==> src/rtl/digit_serial_addsub_if.sv <==
// Start/busy/done handshake bundle for the digit-serial adder/subtractor.
// The requester drives operands, the adder returns the result and flags.
interface digit_serial_addsub_if #(
  parameter int WIDTH = 8
);
  logic             start;
  logic             sub;
  logic [WIDTH-1:0] x;
  logic [WIDTH-1:0] y;
  logic             busy;
  logic             done;
  logic [WIDTH-1:0] sum;
  logic             carry_out;
  logic             overflow;
  logic             zero;
  logic             negative;

  modport master (
    output start, sub, x, y,
    input  busy, done, sum,
    input  carry_out, overflow,
    input  zero, negative
  );

  modport slave (
    input  start, sub, x, y,
    output busy, done, sum,
    output carry_out, overflow,
    output zero, negative
  );
endinterface

==> src/rtl/digit_serial_addsub.sv <==
// Digit-serial two's-complement add/sub, DIGIT bits per cycle, LSB first.
// Result and flags are registered and held until the next completion.
module digit_serial_addsub #(
  parameter int WIDTH = 8,
  parameter int DIGIT = 2
) (
  input  logic clk,
  input  logic rst_b,
  digit_serial_addsub_if.slave bus
);
  localparam int NDIG = WIDTH / DIGIT;
  localparam int CW = (NDIG > 1) ? $clog2(NDIG) : 1;

  typedef enum logic [1:0] {
    IDLE,
    RUN,
    DONE
  } state_t;

  state_t           state_q;
  state_t           state_d;
  logic [WIDTH-1:0] a_q;
  logic [WIDTH-1:0] b_q;
  logic [WIDTH-1:0] res_q;
  logic [WIDTH-1:0] res_d;
  logic             carry_q;
  logic [CW-1:0]    cnt_q;
  logic [WIDTH-1:0] sum_q;
  logic             cout_q;
  logic             ovf_q;
  logic             zero_q;
  logic             neg_q;
  logic [DIGIT:0]   step;
  logic             msb_cin;
  logic             last;
  logic             load;

  assign step = {1'b0, a_q[DIGIT-1:0]}
              + {1'b0, b_q[DIGIT-1:0]}
              + {{DIGIT{1'b0}}, carry_q};

  // carry into the top bit of this digit, meaningful on the last digit
  assign msb_cin = a_q[DIGIT-1] ^ b_q[DIGIT-1]
                 ^ step[DIGIT-1];

  assign res_d = (res_q >> DIGIT)
               | (WIDTH'(step[DIGIT-1:0]) << (WIDTH - DIGIT));

  assign last = (cnt_q == CW'(NDIG - 1));
  assign load = bus.start
              && (state_q == IDLE || state_q == DONE);

  always_comb begin
    state_d = state_q;
    unique case (state_q)
      IDLE:    if (bus.start) state_d = RUN;
      RUN:     if (last) state_d = DONE;
      DONE:    state_d = bus.start ? RUN : IDLE;
      default: state_d = IDLE;
    endcase
  end

  always_ff @(posedge clk or negedge rst_b) begin
    if (!rst_b) begin
      state_q <= IDLE;
      a_q     <= '0;
      b_q     <= '0;
      res_q   <= '0;
      carry_q <= 1'b0;
      cnt_q   <= '0;
      sum_q   <= '0;
      cout_q  <= 1'b0;
      ovf_q   <= 1'b0;
      zero_q  <= 1'b0;
      neg_q   <= 1'b0;
    end else begin
      state_q <= state_d;
      if (load) begin
        a_q     <= bus.x;
        b_q     <= bus.sub ? ~bus.y : bus.y;
        carry_q <= bus.sub;
        cnt_q   <= '0;
      end else if (state_q == RUN) begin
        a_q     <= a_q >> DIGIT;
        b_q     <= b_q >> DIGIT;
        res_q   <= res_d;
        carry_q <= step[DIGIT];
        cnt_q   <= cnt_q + CW'(1);
        if (last) begin
          sum_q  <= res_d;
          cout_q <= step[DIGIT];
          ovf_q  <= step[DIGIT] ^ msb_cin;
          zero_q <= (res_d == '0);
          neg_q  <= res_d[WIDTH-1];
        end
      end
    end
  end

  assign bus.busy      = (state_q == RUN);
  assign bus.done      = (state_q == DONE);
  assign bus.sum       = sum_q;
  assign bus.carry_out = cout_q;
  assign bus.overflow  = ovf_q;
  assign bus.zero      = zero_q;
  assign bus.negative  = neg_q;
endmodule

==> src/flat_wrapper.sv <==
// flat-port wrapper written by rule: the top's interface ports become plain ports
module digit_serial_addsub_flat 
#(
  parameter int WIDTH = 8,
  parameter int DIGIT = 2
)
  (clk, rst_b, bus_start, bus_sub, bus_x, bus_y, bus_busy, bus_done, bus_sum, bus_carry_out, bus_overflow, bus_zero, bus_negative);
  digit_serial_addsub_if #(.WIDTH(WIDTH)) bus_i ();
  input  logic clk;
  input  logic rst_b;
  input wire logic [$bits(bus_i.start)-1:0] bus_start;
  input wire logic [$bits(bus_i.sub)-1:0] bus_sub;
  input wire logic [$bits(bus_i.x)-1:0] bus_x;
  input wire logic [$bits(bus_i.y)-1:0] bus_y;
  output wire logic [$bits(bus_i.busy)-1:0] bus_busy;
  output wire logic [$bits(bus_i.done)-1:0] bus_done;
  output wire logic [$bits(bus_i.sum)-1:0] bus_sum;
  output wire logic [$bits(bus_i.carry_out)-1:0] bus_carry_out;
  output wire logic [$bits(bus_i.overflow)-1:0] bus_overflow;
  output wire logic [$bits(bus_i.zero)-1:0] bus_zero;
  output wire logic [$bits(bus_i.negative)-1:0] bus_negative;
  assign bus_i.start = bus_start;
  assign bus_i.sub = bus_sub;
  assign bus_i.x = bus_x;
  assign bus_i.y = bus_y;
  assign bus_busy = bus_i.busy;
  assign bus_done = bus_i.done;
  assign bus_sum = bus_i.sum;
  assign bus_carry_out = bus_i.carry_out;
  assign bus_overflow = bus_i.overflow;
  assign bus_zero = bus_i.zero;
  assign bus_negative = bus_i.negative;
  digit_serial_addsub #(.WIDTH(WIDTH), .DIGIT(DIGIT)) u_core (.clk(clk), .rst_b(rst_b), .bus(bus_i));
endmodule
==> config.mk <==
export PLATFORM = sky130hd
export DESIGN_NAME = digit_serial_addsub_flat
export DESIGN_NICKNAME = d
export VERILOG_FILES = /design/src/rtl/digit_serial_addsub_if.sv /design/src/rtl/digit_serial_addsub.sv /design/src/flat_wrapper.sv
export SDC_FILE = /design/constraint.sdc
export NUM_CORES = 1
export LEC_CHECK = 0
export CELL_PAD_IN_SITES_DETAIL_PLACEMENT = 2
export CELL_PAD_IN_SITES_GLOBAL_PLACEMENT = 2
export CORE_MARGIN = 3
export CORE_UTILIZATION = 37
export CTS_BUF_LIST = sky130_fd_sc_hd__clkbuf_4 sky130_fd_sc_hd__clkbuf_8
export DETAILED_ROUTE_END_ITERATION = 10
export PLACE_DENSITY = 0.91
export RECOVER_POWER = 100
export REMOVE_ABC_BUFFERS = 1
export SLEW_MARGIN = 20
export SYNTH_ARGS = -nofsm -noshare
export SYNTH_HDL_FRONTEND = slang
export SYNTH_SLANG_ARGS = --single-unit
==> constraint.sdc <==
create_clock -name clk -period 5.1 [get_ports clk]
set_input_delay 1.275 -clock clk [delete_from_list [all_inputs] [get_ports clk]]
set_output_delay 1.275 -clock clk [all_outputs]
set_load 0.1 [all_outputs]
==> results_dict.tcl, run 1 <==
set metrics [dict create \
    period_share 0.8289 \
    critical_path_class "flop to output pin" \
    r2r-end "u_core.bus.zero" \
    die_width_um 76.05 \
    ys_ff_latch 38 \
    cts_tree "built" \
    drt-total-wl_mm 4.021 \
    cts_resized 0 \
    regArea_sq_um 950.9 \
    dieHeight_um 76.05 \
    std_cell_rows 24 \
    diodes 0 \
    port_buffers 33 \
    ios 34 \
    grt_use_total 0.1518 \
    cts-htree-levels 2 \
    fillers 493 \
    start_kind "flop" \
    hold_class "flop to flop" \
    die_area_sq_mm 0.005784 \
    cp-end-kind "output pin" \
    slew_headroom -0.3714 \
    yosys_warnings 0 \
    dpl.hpwl_mm 2.924 \
    first_global_vias 1472 \
    tightestPinTransition_ns 2.057 \
    cts_buffers 5 \
    ant_nets 0 \
    num-nets-final 221 \
    placed_area_sq_mm 0.002123 \
    cts_hold_buf 0 \
    core_area_sq_mm 0.004534 \
    gp_congestion 0.7092 \
    reg2reg_setup_slack_ns 3.09 \
    fmax_ghz 0.2365 \
    clk_latency_ns 0.29 \
    rr_startpoint "u_core.carry_q" \
    cts_setup_buffers 0 \
    drv_cap 1 \
    arrival_ns 2.95 \
    grt_setup_unrepaired "false" \
    status "finished, violations left" \
    num_vias 1310 \
    dr.pass1.iters 5 \
    rr_worst_depth 6 \
    final.min_clock_period_ns 4.227 \
    synthCells 168 \
    finalSetupViolCount 0 \
    crit_start "u_core.state_q[1]" \
    gr-total-overflow 0 \
    clock_sinks 38 \
    final_common_cell "nand2_1" \
    antenna_found_initial 0 \
    layout_common_cells "nand2_1, dfrtp_1, clkdlybuf4s50_1, dlygate4sd3_1, nor2_1" \
    finalHoldViolCount 0 \
    syn_area_sq_mm 0.001815 \
    design_area_sq_mm 0.002203 \
    critPathMaxFanout 24 \
    initial_core_util 0.4004 \
    synth.distinct_cells 32 \
    tns_ns 0 \
    cts-root-buf "clkbuf_8" \
    violations "capacitance limit, slew limit" \
    grt_max_degree 39 \
    via_per_inst 4.981 \
    cts.path.max_buffers 2 \
    area.growth.synth_to_final_pct 21.36 \
    wire_per_inst_um 15.29 \
    skew_ns 0.004162 \
    clk_pin_slew_worst_paths_ns 0.08 \
    multi_input_area_sq_um 723.2 \
    drtIter0Drc 52 \
    final-max-slew-violation-count 39 \
    worstSetupEndpoint "bus_busy" \
    grt_first_pass_wirelength_mm 7.148 \
    synth_seq_area_share 0.5238 \
    avgSynthCellArea_sq_um 10.81 \
    drive_above_1_share 0.1212 \
    drc 0 \
    required_ns 3.83 \
]
==> final cells by class <==
type,count,share of cell area
multi-input combinational,112,0.3282
timing repair buffer,33,0.1471
inverter,7,0.01306
sequential,38,0.4316
clock inverter,2,0.005679
tap,65,0.03691
clock buffer,6,0.03748
==> cell usage after synthesis <==
cell	number	area share
a21oi_1	2	0.0055
buf_4	2	0.0083
nand2_1	42	0.087
mux2_2	6	0.037
clkbuf_1	1	0.0021
nor4b_1	2	0.0097
buf_12	1	0.011
nand2b_1	1	0.0034
o21ai_0	5	0.014
inv_4	1	0.0034
buf_2	3	0.0083
xnor2_1	1	0.0048
o21ai_1	4	0.011
and2b_1	1	0.0041
nand3b_2	1	0.0062
a31oi_2	9	0.062
a221o_1	2	0.011
inv_1	6	0.012
nor2_2	1	0.0034
o22ai_1	1	0.0034
nand3_1	1	0.0028
buf_6	4	0.025
ha_1	2	0.014
dfrtp_1	38	0.52
xor2_1	9	0.043
nand2b_4	1	0.0076
nor2_1	11	0.023
nor2b_1	1	0.0034
a221oi_1	1	0.0048
fa_1	2	0.022
a22o_1	3	0.014
nor3_1	3	0.0083
==> registers in the layout, indices dropped and copies added, names as in the netlist <==
register and flops:
u_core.state_q 2, u_core.res_q 6, u_core.carry_q 1, u_core.bus.negative 1
u_core.bus.carry_out 1, u_core.bus.sum 7, u_core.cnt_q 2, u_core.b_q 8
u_core.a_q 8, u_core.bus.zero 1, u_core.bus.overflow 1
==> logic make-up after synthesis <==
group / count (synthesis) / synth area share
adder cells (fa/ha/maj): 4 / 0.03584
flip-flops: 38 / 0.5238
buffers and inverters: 18 / 0.07029
AND/OR/NAND/NOR: 65 / 0.1585
XOR/XNOR: 10 / 0.04825
multiplexers: 6 / 0.03721
AO/OA/AOI/OAI: 27 / 0.1261
==> critical path: stages (launching register included) <==
cell	delay, ns
dfrtp_1	0.40
nand2b_1	0.55
inv_4	0.44
dlygate4sd3_1	1.26
==> through the flow <==
stage / hold slack, ns / std cells / util / setup WS [ns]
3_5_place_dp: 0.4934 / 255 / 0.4683 / 1.704
4_1_cts: 0.5107 / 263 / 0.4892 / 1.356
5_1_grt: 0.5217 / 263 / 0.4859 / 0.6853
2_1_floorplan: 0.4649 / 157 / - / 2.332
6_report: 0.4875 / 263 / 0.4859 / 0.8725
3_3_place_gp: 0.4677 / 255 / 0.4683 / 1.762
==> layer usage <==
layer / GRT usage / vias up / wire length, um
met3: 0.04255 / 4 / 212
met1: 0.1824 / 661 / 1743
li1: - / 611 / -
met4: 0.04891 / 0 / 50
met2: 0.2633 / 34 / 2015
met5: 0 / - / 0
==> worst min path at each step <==
stage | endpoint | slack, ns | depth (start not counted) | start
after CTS | u_core.bus.sum[6] | 0.51 | 2 | u_core.bus.sum[6]
after global placement | u_core.bus.zero | 0.47 | 2 | u_core.bus.zero
after floorplan | u_core.res_q[3] | 0.46 | 2 | u_core.res_q[3]
after detailed placement | u_core.bus.sum[6] | 0.49 | 2 | u_core.bus.sum[6]
after global routing | u_core.bus.sum[3] | 0.52 | 1 | u_core.bus.sum[3]
final | u_core.bus.sum[6] | 0.49 | 2 | u_core.bus.sum[6]
Power of run 1 is left out: the tool's default activity adds up to more than one toggle a clock period on the data nets, which glitch-free logic cannot reach.
==> inputs of run 2 (changes only) <==
--- a/config.mk
+++ b/config.mk
@@ -8,10 +8,10 @@
 export CELL_PAD_IN_SITES_DETAIL_PLACEMENT = 2
 export CELL_PAD_IN_SITES_GLOBAL_PLACEMENT = 2
 export CORE_MARGIN = 3
-export CORE_UTILIZATION = 37
+export CORE_UTILIZATION = 31
 export CTS_BUF_LIST = sky130_fd_sc_hd__clkbuf_4 sky130_fd_sc_hd__clkbuf_8
 export DETAILED_ROUTE_END_ITERATION = 10
-export PLACE_DENSITY = 0.91
+export PLACE_DENSITY = 0.82
 export RECOVER_POWER = 100
 export REMOVE_ABC_BUFFERS = 1
 export SLEW_MARGIN = 20
==> constraint.sdc (replaced) <==
create_clock -name clk -period 3.5 [get_ports clk]
set_input_delay 0.875 -clock clk [delete_from_list [all_inputs] [get_ports clk]]
set_output_delay 0.875 -clock clk [all_outputs]
set_load 0.1 [all_outputs]
==> run 2 against run 1 <==
Sequential share of layout area is 0.40 points higher. Critical path depth is 1 lower. Register-to-register slack worse by 1.6 ns. First-iteration DRC count is 12% higher. Final cell count is 2.7% higher. Critical endpoint is now bus_done. Routed wire length down 0.82%. Cell area decreased by 0.91%. The flow still finishes with violations (capacitance limit, slew limit). Utilization is 9.4 points lower. Non-clock buffer count stayed put. Global-route usage decreased by 2.0 points.
==> results_dict.tcl, run 2 (same netlist as run 1, synthesis figures left out) <==
set metrics [dict create \
    drt-total-wl_mm 3.988 \
    drc 0 \
    tns_ns 0 \
    dr.pass1.iters 4 \
    dieHeight_um 82.53 \
    ant_nets 0 \
    finalSetupViolCount 0 \
    cts_buffers 5 \
    critPathMaxFanout 5 \
    tightestPinTransition_ns 2.071 \
    drive_above_1_share 0.1313 \
    slew_headroom -0.3810 \
    dpl.hpwl_mm 2.772 \
    placed_area_sq_mm 0.002097 \
    rr_worst_depth 6 \
    whs_endpoint "u_core.bus.zero" \
    status "finished, violations left" \
    fmax_ghz 0.3733 \
    via_per_inst 4.770 \
    clk_latency_ns 0.29 \
    cp-end-kind "output pin" \
    cts_tree "built" \
    cts.path.max_buffers 2 \
    min_path_cells 2 \
    cts_resized 0 \
    period_share 0.7653 \
    first_global_vias 1303 \
    r2r-end "u_core.bus.overflow" \
    grt_first_pass_wirelength_mm 6.637 \
    final.min_clock_period_ns 2.679 \
    die_area_sq_mm 0.006810 \
    grt_setup_unrepaired "false" \
    gp_congestion 0.7186 \
    skew_ns 0.009647 \
    drv_cap 1 \
    rr_startpoint "u_core.carry_q" \
    final-max-slew-violation-count 39 \
    cts_setup_buffers 0 \
    drtIter0Drc 58 \
    port_buffers 33 \
    reg2reg_setup_slack_ns 1.50 \
    final_common_cell "nand2_1" \
    cts_hold_buf 0 \
    start_kind "flop" \
    hold_class "flop to flop" \
    initial_core_util 0.3257 \
    finalHoldViolCount 0 \
    cts-root-buf "clkbuf_8" \
    crit_start "u_core.state_q[0]" \
    die_width_um 82.53 \
    wire_per_inst_um 14.77 \
    gr-total-overflow 0 \
    path_buf_inv 1 \
    std_cell_rows 27 \
    ios 34 \
    diodes 0 \
    arrival_ns 1.80 \
    min_from "u_core.bus.zero" \
    area.growth.synth_to_final_pct 20.26 \
    fillers 644 \
    clock_sinks 38 \
    clk_pin_slew_worst_paths_ns 0.08 \
    grt_max_degree 39 \
    violations "capacitance limit, slew limit" \
    num_vias 1288 \
    critical-path-max-stage-delay_ns 0.85 \
    cp_slowest_cell "clkbuf_1" \
    cp_top_family "buffers and inverters" \
    num-nets-final 221 \
    cts-htree-levels 2 \
    core_area_sq_mm 0.005574 \
    critical_path_class "flop to output pin" \
    grt_use_total 0.1317 \
    crit_chain "and2b_1 -> clkbuf_1" \
    antenna_found_initial 0 \
    layout_common_cells "nand2_1, dfrtp_1, clkdlybuf4s50_1, clkbuf_1, nor2_1" \
    design_area_sq_mm 0.002183 \
    required_ns 2.62 \
]
## run 2: cell types whose count changed in the layout (fill, tap and decap cells not counted), sizes merged
cell | before | now
clkinvlp | 1 | 0
bufinv | 0 | 2
clkbuf | 7 | 20
dlygate4sd3 | 15 | 1
clkinv | 1 | 0
buf | 0 | 1
## run 2: area by class of cell
cell class                 count  area [sq um]  area share
tap                           72         90.09     0.04126
clock inverter                 2         60.06     0.02751
multi-input combinational    112         730.7      0.3347
clock buffer                   6         82.58     0.03782
sequential                    38         950.9      0.4355
timing repair buffer          33         240.2      0.1100
inverter                       7         28.78     0.01318
## run 2: stage by stage
step / hold WS, ns / cells / setup slack (ns) / util
final: 0.4868 / 270 / 0.8214 / 0.3917
after global routing: 0.5413 / 270 / 0.7458 / 0.3917
after CTS: 0.4993 / 270 / 1.010 / 0.4018
after detailed placement: 0.4809 / 262 / 0.8574 / 0.3762
after global placement: 0.4684 / 262 / 0.9200 / 0.3762
after floorplan: 0.4649 / 157 / 1.132 / -
## run 2: worst max-delay path by stage
stage	endpoint	cells after the start
2_1_floorplan	bus_negative	0
3_3_place_gp	u_core.b_q[7]	4
3_5_place_dp	u_core.b_q[7]	4
4_1_cts	bus_busy	3
5_1_grt	u_core.bus.carry_out	1
6_report	bus_done	2
## run 2: metal layers
| metal | global-route usage | vias to the layer above | share of wire |
|---|---|---|---|
| met1 | 0.1608 | 641 | 0.43 |
| li1 | - | 609 | - |
| met2 | 0.2139 | 31 | 0.49 |
| met3 | 0.03905 | 7 | 0.056 |
| met5 | 0 | - | 0 |
| met4 | 0.05882 | 0 | 0.020 |
## run 2: tightest hold or removal path, delay by kind of cell (launching register included)
family,cells,cell delay (ns)
simple gates,1,0.05
compound gates,1,0.06
flops,1,0.35
Power of run 2 is left out for the same reason.
==> inputs of run 3 (changes only) <==
--- a/config.mk
+++ b/config.mk
@@ -8,10 +8,10 @@
 export CELL_PAD_IN_SITES_DETAIL_PLACEMENT = 2
 export CELL_PAD_IN_SITES_GLOBAL_PLACEMENT = 2
 export CORE_MARGIN = 3
-export CORE_UTILIZATION = 31
+export CORE_UTILIZATION = 34
 export CTS_BUF_LIST = sky130_fd_sc_hd__clkbuf_4 sky130_fd_sc_hd__clkbuf_8
 export DETAILED_ROUTE_END_ITERATION = 10
-export PLACE_DENSITY = 0.82
+export PLACE_DENSITY = 0.85
 export RECOVER_POWER = 100
 export REMOVE_ABC_BUFFERS = 1
 export SLEW_MARGIN = 20
==> constraint.sdc (replaced) <==
create_clock -name clk -period 2.7 [get_ports clk]
set_input_delay 0.675 -clock clk [delete_from_list [all_inputs] [get_ports clk]]
set_output_delay 0.675 -clock clk [all_outputs]
set_load 0.1 [all_outputs]
==> run 3 against run 2 <==
The run now ends clean. Global-route usage rose by 2.1 points. Die area fell by 8.2%. Flip-flop and latch count did not move. Final cell count fell by 1.1%. Non-clock buffer count rose by 2. Setup slack got worse by 0.36 ns. Sequential share of layout area rose by 0.18 points. Via count rose by 0.85%. Routed wire length rose by 7.9%. Critical path type unchanged. Utilization rose by 4.8 points. Critical path depth fell by 1. Cell area fell by 0.40%.
==> results_dict.tcl, run 3 (same netlist as run 1, synthesis figures left out) <==
set metrics [dict create \
    status "completed" \
    gp_congestion 0.7596 \
    cts_setup_buffers 0 \
    cts_hold_buf 0 \
    final_core_util 0.4400 \
    clock_sinks 38 \
    cts-root-buf "clkbuf_8" \
    critical_path_class "flop to output pin" \
    slew_headroom 0.2161 \
    arrival_ns 1.57 \
    wire_per_inst_um 16.12 \
    dieHeight_um 79.08 \
    finalHoldViolCount 0 \
    worst_slack_ns 0.4571 \
    start_kind "flop" \
    finalSetupViolCount 0 \
    cp_top_family "buffers and inverters" \
    std_cell_rows 25 \
    cts_buffers 5 \
    critPathMaxFanout 3 \
    final-max-slew-violation-count 0 \
    die_area_sq_mm 0.006253 \
    num_vias 1299 \
    cts.path.max_buffers 2 \
    drc 0 \
    grt_setup_unrepaired "false" \
    pre_cts_ws_ns 0.6980 \
    period_share 0.8307 \
    final.min_clock_period_ns 2.243 \
    ant_nets 0 \
    diodes 0 \
    core_area_sq_mm 0.004942 \
    drt-total-wl_mm 4.305 \
    skew_ns 0.006531 \
    clk_pin_slew_worst_paths_ns 0.07 \
    hold_class "primary input to asynchronous set/reset pin" \
    cts-htree-levels 2 \
    required_ns 2.03 \
    fillers 570 \
    die_width_um 79.08 \
    grt_max_degree 39 \
    port_buffers 33 \
    cts_tree "built" \
    ios 34 \
    gr-total-overflow 0 \
    layout_common_cells "nand2_1, dfrtp_1, clkdlybuf4s50_1, clkbuf_1, nor2_1" \
    grt_first_pass_wirelength_mm 7.258 \
    drtIter0Drc 31 \
    critical-path-max-stage-delay_ns 0.89 \
    dpl.hpwl_mm 3.051 \
    clk_latency_ns 0.29 \
    cp_slowest_cell "clkbuf_1" \
    drive_above_1_share 0.1450 \
    crit_chain "clkbuf_1" \
    path_buf_inv 1 \
    final_common_cell "nand2_1" \
    cts_resized 0 \
    drv_cap 0 \
    dr.pass1.iters 4 \
    initial_core_util 0.3673 \
    tightestPinTransition_ns 1.181 \
    num-nets-final 223 \
    via_per_inst 4.865 \
    grt_use_total 0.1531 \
    area.growth.synth_to_final_pct 19.78 \
    tns_ns 0 \
    cp-end-kind "output pin" \
    antenna_found_initial 0 \
    whs_ns 0.4939 \
    first_global_vias 1477 \
    fmax_ghz 0.4459 \
]
run 3: changes by cell type in the layout (fill, tap and decap cells not counted), sizes merged:
cell           before  now
buf                 1    3
bufinv              2    1
clkbuf             20   21
clkdlybuf4s50      17   16
dlygate4sd3         1    2
run 3: area by class of cell:
| type | instances | area, sq um | share of cell area |
|---|---|---|---|
| multi-input combinational | 112 | 730.7 | 0.3360 |
| clock buffer | 7 | 83.83 | 0.03855 |
| sequential | 38 | 950.9 | 0.4373 |
| clock inverter | 1 | 30.03 | 0.01381 |
| inverter | 7 | 28.78 | 0.01323 |
| timing repair buffer | 35 | 266.5 | 0.1226 |
| tap | 67 | 83.83 | 0.03855 |
run 3: worst paths after layout:
check	cells past startpoint	end	startpoint	slack, ns
worst min register to register	2	u_core.bus.carry_out	u_core.bus.carry_out	0.50
worst max register to register	6	u_core.bus.zero	u_core.carry_q	0.60
min in group clk	2	u_core.bus.carry_out	u_core.bus.carry_out	0.50
max in group asynchronous	1	u_core.bus.sum[0]	rst_b	1.67
worst min-delay path	1	u_core.bus.sum[4]	rst_b	0.49
worst max-delay path	1	bus_sum[7]	u_core.bus.negative	0.46
run 3: through the flow:
| step | std cells | area, sq um |
|---|---|---|
| 3_3_place_gp | 259 | 2118 |
| 2_1_floorplan | 157 | 1717 |
| 5_1_grt | 267 | 2175 |
| 4_1_cts | 267 | 2232 |
| 3_5_place_dp | 259 | 2118 |
| 6_report | 267 | 2175 |
run 3: metal layers:
metal | vias up | GRT usage | share of wire
met1 | 642 | 0.1807 | 0.44
met4 | 0 | 0.05498 | 0.014
met5 | - | 0 | 0
met2 | 37 | 0.2668 | 0.50
met3 | 8 | 0.04082 | 0.044
li1 | 612 | - | -
Power of run 3 is left out for the same reason.
